File: src/rtl/uart_line_buffer.sv
// uart_line_buffer: collects rx bytes into an editable line and replays it with CR LF on EOL
// Ports: clk, rst_n (sync, active-low); rx_valid/rx_data incoming byte strobe;
//        tx_valid/tx_ready/tx_data outgoing handshake; line_len length of last line;
//        overflow sticky drop flag, ovf_clr clears it; busy high while replaying.
module uart_line_buffer #(
    parameter int          DEPTH  = 64,
    parameter int          ADDR_W = 6,
    parameter logic [7:0]  EOL    = 8'h0D,
    parameter logic [7:0]  BS     = 8'h08
) (
    input  logic              clk,
    input  logic              rst_n,
    input  logic              rx_valid,
    input  logic [7:0]        rx_data,
    output logic              tx_valid,
    input  logic              tx_ready,
    output logic [7:0]        tx_data,
    output logic [ADDR_W:0]   line_len,
    output logic              overflow,
    input  logic              ovf_clr,
    output logic              busy
);
    localparam logic [1:0] COLLECT = 2'd0;
    localparam logic [1:0] EMIT    = 2'd1;
    localparam logic [1:0] EMIT_CR = 2'd2;
    localparam logic [1:0] EMIT_LF = 2'd3;
    logic [1:0]        state;
    logic [ADDR_W:0]   count;
    logic [ADDR_W-1:0] rd_ptr;
    logic [7:0]        mem [DEPTH];
    logic is_bs, is_lf, is_eol, is_char, full, xfer, wr, drop;
    assign is_bs   = rx_data == BS || rx_data == 8'h7F;
    assign is_lf   = rx_data == 8'h0A;
    assign is_eol  = rx_data == EOL;
    assign is_char = !is_bs && !is_lf && !is_eol;
    assign full    = count == (ADDR_W+1)'(DEPTH);
    assign busy    = state != COLLECT;
    assign xfer    = tx_valid && tx_ready;
    assign wr      = rx_valid && !busy && is_char && !full;
    // any byte arriving during replay is lost, as is a printable byte into a full line
    assign drop    = rx_valid && (busy || (is_char && full));
    always_ff @(posedge clk)
        if (wr) mem[count[ADDR_W-1:0]] <= rx_data;
    always_ff @(posedge clk) begin
        if (!rst_n) begin
            state    <= COLLECT;
            count    <= '0;
            rd_ptr   <= '0;
            tx_valid <= 1'b0;
            tx_data  <= 8'h00;
            line_len <= '0;
            overflow <= 1'b0;
        end else begin
            // a drop in the same cycle as ovf_clr leaves overflow set
            if (ovf_clr) overflow <= 1'b0;
            if (drop) overflow <= 1'b1;
            case (state)
                COLLECT: if (rx_valid) begin
                    if (is_bs) begin
                        if (count != 0) count <= count - 1'b1;
                    end else if (is_eol) begin
                        line_len <= count;
                        rd_ptr   <= '0;
                        tx_valid <= 1'b1;
                        state    <= count != 0 ? EMIT : EMIT_CR;
                        tx_data  <= count != 0 ? mem[0] : 8'h0D;
                    end else if (wr) begin
                        count <= count + 1'b1;
                    end
                end
                EMIT: if (xfer) begin
                    rd_ptr <= rd_ptr + 1'b1;
                    if ({1'b0, rd_ptr} == count - 1'b1) begin
                        state   <= EMIT_CR;
                        tx_data <= 8'h0D;
                    end else begin
                        tx_data <= mem[rd_ptr + 1'b1];
                    end
                end
                EMIT_CR: if (xfer) begin
                    state   <= EMIT_LF;
                    tx_data <= 8'h0A;
                end
                default: if (xfer) begin
                    state    <= COLLECT;
                    tx_valid <= 1'b0;
                    count    <= '0;
                    rd_ptr   <= '0;
                end
            endcase
        end
    end
endmodule

File: config.mk
export PLATFORM = sky130hd
export DESIGN_NAME = uart_line_buffer
export DESIGN_NICKNAME = d
export VERILOG_FILES = /design/src/rtl/uart_line_buffer.sv
export SDC_FILE = /design/constraint.sdc
export NUM_CORES = 1
export LEC_CHECK = 0
export BUFFER_PORTS_ARGS = -buffer_cell sky130_fd_sc_hd__buf_4
export CAP_MARGIN = 25
export CORE_UTILIZATION = 25
export CTS_CLUSTER_DIAMETER = 80
export DETAILED_ROUTE_END_ITERATION = 12
export PLACE_DENSITY = 0.47
export SLEW_MARGIN = 15
export SYNTH_ARGS = -nofsm -noshare
export SYNTH_HDL_FRONTEND = slang
export SYNTH_SLANG_ARGS = --single-unit
File: constraint.sdc
create_clock -name clk -period 3.7 [get_ports clk]
set_input_delay 0.37 -clock clk [delete_from_list [all_inputs] [get_ports clk]]
set_output_delay 0.37 -clock clk [all_outputs]
set_load 0.02 [all_outputs]
* Word level (Yosys, flattened, before mapping)
Memories as Yosys holds them, arrays and structs flattened. Cells that the tools add are included.
Word-level totals: register bits 32, memory bits (writable) 512, input bits 13, output and inout bits 18, word-level logic and storage cells 98, memories 1
Memories:
- mem | words 64, width 8, read ports 2, clocked after memory_dff 0, write ports 1, RTL line 30 | logic [7:0] mem [DEPTH];
Operators by class: $add $sub $neg 3, equal/unequal tests 17, mux-type cells 39, bitwise gates (word level) 3, reductions and logical operators 28
Operator list (count):
- 8-bit two-way mux | 7
- 7-bit two-way mux | 6
- 6-bit two-way mux | 5
- 8-bit by 4-bit equality test with 1-bit output (second input constant) | 3
- 8-bit case mux with 3 select lines | 1
- 6-bit case mux with 3 select lines | 1
- 6-bit AND reduction | 3
- 2-bit two-way mux | 8
- 7-bit case mux with 2 select lines | 1
- 2-bit != test (second input constant) | 6
- 3-bit != test (second input constant) | 3
- 8-bit by 7-bit equality test with 1-bit output (second input constant) | 1
- 1-bit logical AND | 8
- 1-bit two-way mux | 8
- 7-bit by 1-bit adder with 7-bit output (second input constant) | 1
- 6-bit by 7-bit equality test with 1-bit output | 1
- 7-bit equality test (second input constant) | 1
- 7-bit AND reduction | 1
- 7-bit nonzero test | 1
- 7-bit by 1-bit subtractor with 7-bit output (second input constant) | 1
- 6-bit by 1-bit adder with 6-bit output (second input constant) | 1
- 2-bit case mux with 3 select lines | 1
- 2-bit nonzero test | 3
- 1-bit logical NOT | 5
- other kinds (10) | 13

* Longest topological paths before layout
Gate-level depths: netlist of run 1.
word-level depth 12, depth in mapped cells 11, mapped depth without buffers 8

* Least setup slack after synthesis of run 1
No wires, ideal clock.
path kind register -> register, start point register count[0], end point memory mem[60][0], enable pin, setup time 0.371 ns, arrival time 2.448 ns, data required time 3.329 ns, path slack 0.882 ns, stages on the path, launching flop included 8, buffers on the path 1, period minus slack after synthesis 2.818 ns, path through dfxtp_1 -> clkbuf_1 -> inv_1 -> ha_1 -> nor4b_1 -> nor3_1 -> nand4_1 -> nor2_1
Between the ends: word-level cells in the longest chain between the ends 5
RTL lines:
- from (decl) | RTL line 28 | logic [ADDR_W:0] count;
- from (signal assigned) | RTL line 60 | if (count != 0) count <= count - 1'b1;
- from (signal assigned) | RTL line 68 | count <= count + 1'b1;
- 7-bit equality test | RTL line 36 | assign full = count == (ADDR_W+1)'(DEPTH);
- 1-bit logical NOT | RTL line 39 | assign wr = rx_valid && !busy && is_char && !full;
- 1-bit logical AND | RTL line 39
- 1-bit two-way mux | RTL line 43 | if (wr) mem[count[ADDR_W-1:0]] <= rx_data;
- 1-bit two-way mux (implied by the code) | RTL line 43
- to (decl) | RTL line 30
Parallel ways exist; a longest one is shown, timed or not.

* Final worst setup path of run 1
start point input port rx_data[4], end point memory mem[22][0], enable pin
Between the ends: word-level cells in the longest chain between the ends 9, elaborated cells between the ends (all ways) 14, classes of those cells 4 x eq/ne; 2 x mux; 8 x reduce/logical
RTL lines:
- from (decl) | RTL line 14 | input logic [7:0] rx_data,
- 8-bit by 4-bit equality test with 1-bit output / 8-bit by 7-bit equality test with 1-bit output (equally long branches) | RTL line 32 | assign is_bs = rx_data == BS || rx_data == 8'h7F;
- 1-bit logical OR | RTL line 32
- 1-bit logical NOT | RTL line 35 | assign is_char = !is_bs && !is_lf && !is_eol;
- 1-bit logical AND | RTL line 35
- 1-bit logical AND (*) | RTL line 35
- 1-bit logical AND (*) (2 in series) | RTL line 39
- 1-bit two-way mux (*) | RTL line 43
- 1-bit two-way mux (implied by the code) (*) | RTL line 43
Mark *: on every way between the ends. The rest lies on a longest branch, timed or not.

==> qor.yml, run 1 <==
worst_setup_path:
  reg2reg_slack_ns: 0.48
  crit_path_end: "mem[22][0]"
  rr_worst_depth: 8
  critPathRequiredTime_ns: 3.92
  critPathMaxFanout: 9
  crit_buf_inv: 4
  r2r_end: "mem[22][0]"
  crit_path_frequent_cell: "buf_4"
  critPathArrivalTime_ns: 3.44
  startpoint_type: "primary input"
  cp_cell_sequence: "dlygate4sd3_1, buf_4, and4_1, o21ai_0, a21oi_1, nor3_1, buf_4, nand4_1, buf_4, nor2_1"
  end_kind: "flip-flop"
  crit_family: "simple AND/OR/NAND/NOR gates"
  critPathMaxStageDelay_ns: 0.78
  worstSetupPathType: "primary input to flip-flop"
  cp_slowest_cell: "nor2_1"
  cp.depth: 10
  r2r_start: "state[1]"
  critPathLaunch: "rx_data[4]"
drt:
  drt-initial-drc-count: 999
  vias: 11853
  wl_mm: 61.3
  postRouteAntennaNets: 0
  via_per_inst: 4.73
  drc: 0
  routedWlPerCell_um: 24.4
  drt_first_pass_iters: 7
clock_network:
  post_cts_buffers: 0
  clockBufferDepth: 3
  htree_levels: 2
  path_clk_slew_ns: 0.06
  cts_buffers: 58
  insertion_delay_ns: 0.62
  cts_tree: "yes"
  cts_resized: 0
  clock-sinks: 544
  ctsRootBufferMaster: "clkbuf_16"
timing:
  timing_hold_violations_final: 0
  rsz0062_at_grt: "false"
  setup_viol: 0
  fmax_mhz: 311
  relSlewSlack: 0.331
  fin_skew_ns: 0.0285
  tns_ns: 0
  slew_viol_final: 0
  period_share: 0.870
  period_minus_slack_ns: 3.22
  worstMarginPinSlew_ns: 1.00
power_and_ir_drop:
  power.leakage_uw: 0.00785
  power_uw: 12800
  ir_drop_mv: 0.356
  p_per_area_mw_per_mm2: 495
die:
  rows: 108
  die_y_um: 300
  start_util: 0.254
  die_area_mm2: 0.0901
  core_area_mm2: 0.0874
  io_pins: 31
  die_w_um: 300
layout:
  drive_gt1_frac: 0.238
  n_antenna_cell: 0
  final_nets: 1324
  fillCellCount: 8545
  syn2layout_area_growth_pct: 16.7
grt:
  grt_pass1_wl_mm: 89.5
  grt_pass1_vias: 12150
  antenna_found_initial: 1
  grt_max_degree: 65
  track_usage: 0.136
  grt-ovfl-total: 0
synth:
  synthCells: 1232
  synth-edff-count: 512
  syn_avg_cell_area_um2: 18.0
  ys_ff_latch: 544
  ys_warn_count: 0
  synthTopCellsByArea: "edfxtp_1 69%, mux4_2 14%, dfxtp_1 2.9%"
  synth_largest_area_cell: "edfxtp_1"
  syn_area_mm2: 0.0222
  syn_nets: 1253
  ys_dominant_reg_cell: "edfxtp_1"
  yosysTopAreaCellShare: 0.692
  ys_types: 74
  synthArstFlopShare: 0
  ys_seq_area_frac: 0.721
run_status:
  status: "finished, final reports clean"
placed_design:
  io_buffers: 30
  dpl.hpwl_mm: 39.8
  gp_congestion: 0.826
job:
  drv_cap: 0
min_path:
  min_path_type: "primary input to flip-flop"
## what timing repair did
item | 4_1_cts | 5_1_grt
hold buffers | 2 | 0
endpoints found under the hold margin | 5 | 0
setup endpoints to repair | 0 | 0
## per-layer routing
metal / wire length, µm / up-vias / track usage
met2: 28900 / 339 / 0.219
met5: 0 / - / 0
met4: 1580 / 0 / 0.0407
met1: 27700 / 6311 / 0.188
li1: - / 5113 / -
met3: 3050 / 90 / 0.0238
## stage by stage
stage	worst slack, ns	instances	hold slack [ns]	util	cell area [µm²]
detailed placement	0.492	2396	0.462	0.275	24000
finish	0.480	2506	0.0564	0.297	25900
floorplan	0.882	1232	0.469	-	22200
global route	0.352	2506	0.0660	0.297	25900
global placement	0.465	2395	0.452	0.275	24000
CTS	0.510	2506	0.0170	0.297	25900
## synth_stat cells, drive strengths merged, types with 2 or more instances
| cell | n |
|---|---|
| ha | 8 |
| o21ba | 2 |
| nor4 | 3 |
| a31oi | 10 |
| nand3 | 16 |
| mux4 | 135 |
| and4 | 2 |
| buf | 43 |
| nand2b | 5 |
| nor2 | 85 |
| o211a | 3 |
| nor2b | 8 |
| nor3 | 15 |
| nor4b | 2 |
| edfxtp | 512 |
| o311ai | 3 |
| nor3b | 4 |
| o22ai | 3 |
| xnor2 | 10 |
| and3 | 5 |
| nand3b | 3 |
| inv | 10 |
| a22oi | 3 |
| o311a | 2 |
| o21a | 3 |
| nand4 | 34 |
| a21oi | 9 |
| nand4b | 2 |
| dfxtp | 32 |
| a21o | 2 |
| or2 | 2 |
| or3 | 6 |
| mux2 | 3 |
| and2 | 4 |
| a311oi | 3 |
| o21ai | 25 |
| a41oi | 2 |
| o2bb2ai | 2 |
| a21boi | 11 |
| nand2 | 121 |
| xor2 | 5 |
| a32oi | 4 |
| clkbuf | 28 |
| mux2i | 22 |
| o211ai | 2 |
## power breakdown
group / switching (µW) / internal, µW
Clock: 2430 / 3330
Combinational: 236 / 84.3
Sequential: 19.8 / 6750
## kinds of logic after synthesis
group           share of synthesized area
compound gates                     0.0341
xor+xnor                          0.00710
fa+ha+maj                         0.00450
buf+inv                            0.0182
flops                               0.721
mux                                 0.148
simple gates                       0.0670
## flip-flops by register name, indices dropped and copies added, names as in the netlist
signal    count
mem         512
tx_data       8
count         7
line_len      7
rd_ptr        6
state         2
overflow      1
tx_valid      1
## final cells by class
type,instances,area (µm²),area share
clock inverters,41,370,0.0143
multi-input cells,607,5850,0.226
inverters,10,37.5,0.00145
repair buffers,82,708,0.0273
flip-flops and latches,544,16000,0.618
clock buffers,67,1510,0.0581
well taps,1155,1450,0.0557
## worst min-delay path by stage
stage,end,cells past startpoint,from
finish,overflow,4,ovf_clr
global route,mem[16][7],1,rx_data[7]
CTS,overflow,4,ovf_clr
detailed placement,line_len[5],2,line_len[5]
global placement,line_len[3],2,line_len[3]
floorplan,mem[0][0],0,rx_data[0]
## tightest hold or removal path: cells and delay by family
family | cells | cell delay [ns]
AOI/OAI and AO/OA | 1 | 0.11
and+or+nand+nor | 2 | 0.09
buffers and inverters | 1 | 0.07
## cell usage in the layout (no fill, tap or decap), types with 4 or more instances in the layout
cell type and n:
a21boi_0 10, a21oi_1 9, a31oi_1 10, a32oi_1 4
and2_1 4, and3_1 5, buf_12 7, buf_4 73
bufinv_16 6, clkbuf_1 8, clkbuf_16 59, clkinv_1 18
clkinv_2 8, clkinvlp_4 6, dfxtp_1 31, edfxtp_1 512
ha_1 7, inv_1 10, mux2i_1 22, mux4_2 135
nand2_1 121, nand2b_1 5, nand3_1 16, nand4_1 34
nor2_1 85, nor2b_1 8, nor3_1 13, nor3b_1 4
o21ai_0 22, or3_1 6, xnor2_1 6
No activity file was read; power rests on OpenSTA's default activity.
==> inputs of run 2 (changes only) <==
--- a/config.mk
+++ b/config.mk
@@ -11,6 +11,7 @@
 export CTS_CLUSTER_DIAMETER = 80
 export DETAILED_ROUTE_END_ITERATION = 12
 export PLACE_DENSITY = 0.47
+export REMOVE_ABC_BUFFERS = 1
 export SLEW_MARGIN = 15
 export SYNTH_ARGS = -nofsm -noshare
 export SYNTH_HDL_FRONTEND = slang
==> qor.yml, run 2 (synthesized netlist as in run 1, its figures left out) <==
worst_setup_path:
  cp_cell_sequence: "inv_1, ha_1, nor4b_1, nor3_1, buf_4, nand4_1, buf_4, nor2_1"
  end_kind: "flip-flop"
  crit_path_frequent_cell: "buf_4"
  cp_slowest_cell: "nor2_1"
  reg2reg_slack_ns: 0.34
  critPathMaxFanout: 13
  critPathRequiredTime_ns: 3.94
  worstSetupPathType: "flip-flop to flip-flop"
  startpoint_type: "flip-flop"
  crit_buf_inv: 3
  r2r_end: "mem[23][7]"
  rr_worst_depth: 8
  crit_family: "simple AND/OR/NAND/NOR gates"
  critPathMaxStageDelay_ns: 0.72
  r2r_start: "count[0]"
  critPathArrivalTime_ns: 3.60
min_path:
  holdPathStages: 3
  hold_end: "overflow"
  min_path_type: "primary input to flip-flop"
  hp-start: "rx_valid"
drt:
  drc: 0
  drt-initial-drc-count: 969
  drt_first_pass_iters: 5
  wl_mm: 60.4
  via_per_inst: 4.73
  vias: 11833
  routedWlPerCell_um: 24.1
  postRouteAntennaNets: 0
clock_network:
  hold_buffers: 0
  cts_buffers: 58
  cts_resized: 0
  cts_tree: "yes"
  insertion_delay_ns: 0.64
  clockBufferDepth: 3
  path_clk_slew_ns: 0.06
  htree_levels: 2
  post_cts_buffers: 0
  ctsRootBufferMaster: "clkbuf_16"
  clock-sinks: 544
layout:
  largest_reg_flops: 512
  drive_gt1_frac: 0.234
  syn2layout_area_growth_pct: 16.3
  final_cell_mix: "512 x edfxtp_1, 135 x mux4_2, 121 x nand2_1"
  final_nets: 1321
  fin_util: 0.296
  fillCellCount: 8556
  final_common_cell: "edfxtp_1"
  multiInputGateArea_mm2: 0.00585
  n_antenna_cell: 0
  regArea_mm2: 0.0160
die:
  start_util: 0.254
  io_pins: 31
  die_area_mm2: 0.0901
  core_area_mm2: 0.0874
  rows: 108
  die_w_um: 300
  die_y_um: 300
job:
  drv_cap: 0
grt:
  grt_pass1_wl_mm: 88.6
  grt_pass1_vias: 12238
  grt_max_degree: 65
  grt-ovfl-total: 0
  antenna_found_initial: 1
  track_usage: 0.135
power_and_ir_drop:
  power.leakage_uw: 0.00782
  ir_drop_mv: 0.319
  p_per_area_mw_per_mm2: 492
timing:
  setup_slack_ns: 0.337
  fin_skew_ns: 0.0383
  setup_viol: 0
  period_minus_slack_ns: 3.36
  worstMarginPinSlew_ns: 0.932
  slew_viol_final: 0
  rsz0062_at_grt: "false"
  period_share: 0.909
  timing_hold_violations_final: 0
  fmax_mhz: 297
  relSlewSlack: 0.374
placed_design:
  dpl.hpwl_mm: 39.6
  gp_congestion: 0.911
  dp_slack_ns: 0.410
  io_buffers: 30
run_status:
  status: "finished, final reports clean"
==> run 2: cell count changes in the layout (fill, tap and decap cells not counted), sizes merged <==
| cell | change |
|---|---|
| clkinv | +5 |
| dlygate4sd3 | -2 |
| buf | -1 |
| bufinv | -2 |
| clkinvlp | -4 |
| inv | -1 |
| clkbuf | +3 |
==> run 2: power breakdown <==
part / switching (µW) / internal [µW] / total [µW]
registers: 22.5 / 6750 / 6770
logic: 231 / 81.8 / 312
clock network: 2460 / 3170 / 5630
==> run 2: cell type report <==
type                       instances  share of cell area
tap                             1155              0.0559
multi-input combinational        607               0.226
clock buffer                      70              0.0579
clock inverter                    39              0.0132
sequential                       544               0.620
timing repair buffer              79              0.0254
inverter                          10             0.00145
==> run 2: how the worst max path moves through the flow <==
stage	start	endpoint	slack, ns	cells after the start
floorplan	rd_ptr[0]	tx_data[0]	-6.10	7
global placement	count[0]	mem[39][0]	0.44	8
detailed placement	count[0]	mem[23][1]	0.41	8
CTS	count[0]	mem[23][1]	0.39	8
global route	count[0]	state[1]	0.15	8
finish	count[0]	mem[23][7]	0.34	8
==> run 2: tightest hold or removal path, cell delays in order <==
cell and delay, ns:
buf_4 0.11, a21oi_1 0.06, nor2b_1 0.09
==> run 2: metrics by stage <==
stage	total power, µW	cells	TNS, ns	area [µm²]	hold slack, ns
floorplan	7010	1161	-74.41	21900	0.469
global placement	7210	2395	0	24000	0.454
detailed placement	7220	2395	0	24000	0.465
CTS	12800	2504	0	25800	0.0138
global route	13100	2504	0	25800	0.0258
finish	12700	2504	0	25800	0.0478
==> run 2: layer usage <==
metal / routed length, µm / track usage / part of all wire
met1: 28500 / 0.199 / 0.47
met2: 27200 / 0.204 / 0.45
met3: 3440 / 0.0232 / 0.057
met4: 1290 / 0.0373 / 0.021
met5: 8 / 0 / 0.00013
==> inputs of run 3 (changes only) <==
==> config.mk (replaced) <==
export PLATFORM = sky130hd
export DESIGN_NAME = uart_line_buffer
export DESIGN_NICKNAME = d
export VERILOG_FILES = /design/src/rtl/uart_line_buffer.sv
export SDC_FILE = /design/constraint.sdc
export NUM_CORES = 1
export LEC_CHECK = 0
export CAP_MARGIN = 25
export CORE_UTILIZATION = 25
export CTS_CLUSTER_DIAMETER = 80
export DETAILED_ROUTE_END_ITERATION = 12
export DONT_BUFFER_PORTS = 1
export PLACE_DENSITY = 0.46
export REMOVE_ABC_BUFFERS = 1
export SYNTH_ARGS = -nofsm -noshare
export SYNTH_HDL_FRONTEND = slang
export SYNTH_SLANG_ARGS = --single-unit
==> qor.yml, run 3 (synthesized netlist as in run 1, its figures left out) <==
die:
  core_area_mm2: 0.0874
  die_area_mm2: 0.0901
  die_y_um: 300
  die_w_um: 300
  start_util: 0.254
  io_pins: 31
  rows: 108
grt:
  track_usage: 0.137
  grt-ovfl-total: 0
  grt_max_degree: 65
  grt_pass1_vias: 11964
  antenna_found_initial: 2
  grt_pass1_wl_mm: 88.9
timing:
  rsz0062_at_grt: "false"
  period_share: 0.839
  period_minus_slack_ns: 3.10
  worstMarginPinSlew_ns: 1.03
  tns_ns: 0
  slew_viol_final: 0
  timing_hold_violations_final: 0
  fmax_mhz: 322
  fin_skew_ns: 0.0213
  setup_viol: 0
  relSlewSlack: 0.314
placed_design:
  dpl.hpwl_mm: 36.7
  gp_congestion: 0.831
  io_buffers: 0
worst_setup_path:
  critPathRequiredTime_ns: 4.26
  end_kind: "flip-flop"
  critPathMaxStageDelay_ns: 0.66
  cp_cell_sequence: "nand3_1, xnor2_4, buf_4, mux2i_1, mux4_2, nor2_1, o31a_1"
  critPathMaxFanout: 17
  startpoint_type: "flip-flop"
  critPathArrivalTime_ns: 3.67
  cp_slowest_cell: "dfxtp_1"
  worstSetupPathType: "flip-flop to flip-flop"
  reg2reg_slack_ns: 0.60
power_and_ir_drop:
  swShare: 0.207
  clkPwrFrac: 0.456
  seq_power_share: 0.519
  p_sw_uw: 2690
  power.leakage_uw: 0.00782
  comb_power_share: 0.025
  intPower_uw: 10300
  p_per_area_mw_per_mm2: 501
  ir_drop_mv: 0.380
clock_network:
  htree_levels: 2
  clockBufferDepth: 3
  ctsRootBufferMaster: "clkbuf_16"
  cts_resized: 0
  cts_buffers: 59
  cts_tree: "yes"
  path_clk_slew_ns: 0.07
  clock-sinks: 544
  insertion_delay_ns: 0.64
drt:
  via_per_inst: 4.67
  wl_mm: 61.3
  drt-initial-drc-count: 1122
  vias: 11588
  postRouteAntennaNets: 0
  drt_first_pass_iters: 7
  drc: 0
  routedWlPerCell_um: 24.7
layout:
  fin_util: 0.297
  syn2layout_area_growth_pct: 16.9
  n_antenna_cell: 0
  final_common_cell: "edfxtp_1"
  drive_gt1_frac: 0.223
  largest_reg_flops: 512
  final_cell_mix: "512 x edfxtp_1, 135 x mux4_2, 121 x nand2_1"
  fillCellCount: 8498
  final_nets: 1299
min_path:
  min_path_type: "primary input to flip-flop"
run_status:
  status: "finished, final reports clean"
job:
  drv_cap: 0
run 3: cell count changes in the layout (fill, tap and decap cells not counted), sizes merged:
cell | previous run | this run
buf | 79 | 51
clkinv | 31 | 25
dlygate4sd3 | 0 | 5
bufinv | 4 | 8
clkinvlp | 2 | 4
clkbuf | 70 | 69
inv | 12 | 11
run 3: area by class of cell:
class                           instances  area, µm²  area share
Clock inverter                         38        439      0.0169
Inverter                               10       37.5     0.00144
Timing Repair Buffer                   56        676      0.0260
Clock buffer                           69       1510      0.0583
Multi-Input combinational cell        607       5850       0.225
Tap cell                             1155       1450      0.0556
Sequential cell                       544      16000       0.617
run 3: metal layers:
metal | GRT usage | wire length (µm) | vias to the layer above
li1 | - | - | 5057
met1 | 0.190 | 27900 | 6117
met2 | 0.208 | 27300 | 323
met3 | 0.0363 | 4480 | 91
met4 | 0.0435 | 1580 | 0
met5 | 0 | 0 | -
run 3: path summary, 6_finish.rpt:
path                                 from         end  depth (start not counted)
worst min register to register   state[1]    state[1]                          2
worst min-delay path                rst_n    count[5]                          3
worst max register to register  rd_ptr[2]  tx_data[3]                          7
worst max-delay path            rd_ptr[2]  tx_data[3]                          7
run 3: critical path: cells and delay by family, from the launching register on:
kind | cells | cell delay, ns
flops | 1 | 0.66
mux | 2 | 0.64
xor+xnor | 1 | 0.59
simple gates | 2 | 0.56
buf+inv | 1 | 0.38
compound gates | 1 | 0.17
run 3: what timing repair did:
| action | in CTS | in global routing |
|---|---|---|
| setup buffers | 0 | 0 |
| hold buffers | 13 | 0 |
| hold endpoints to repair | 534 | 0 |
run 3: through the flow:
stage	worst slack [ns]	power [µW]	instances	hold slack [ns]	cell area, µm²
after detailed placement	0.595	7090	2359	0.478	23800
after global placement	0.597	7090	2357	0.479	23700
final	0.597	13000	2479	0.0452	26000
after CTS	0.565	13100	2479	0.0110	26000
after global routing	0.383	13400	2479	0.0471	26000
after floorplan	-6.10	7010	1161	0.469	21900
run 3: power groups by stage:
stage | logic (µW) | registers, µW | clock network, µW
finish | 326 | 6760 | 5930
global route | 354 | 6760 | 6280
CTS | 331 | 6760 | 6050
detailed placement | 195 | 6890 | 0
global placement | 195 | 6890 | 0
floorplan | 111 | 6900 | 0
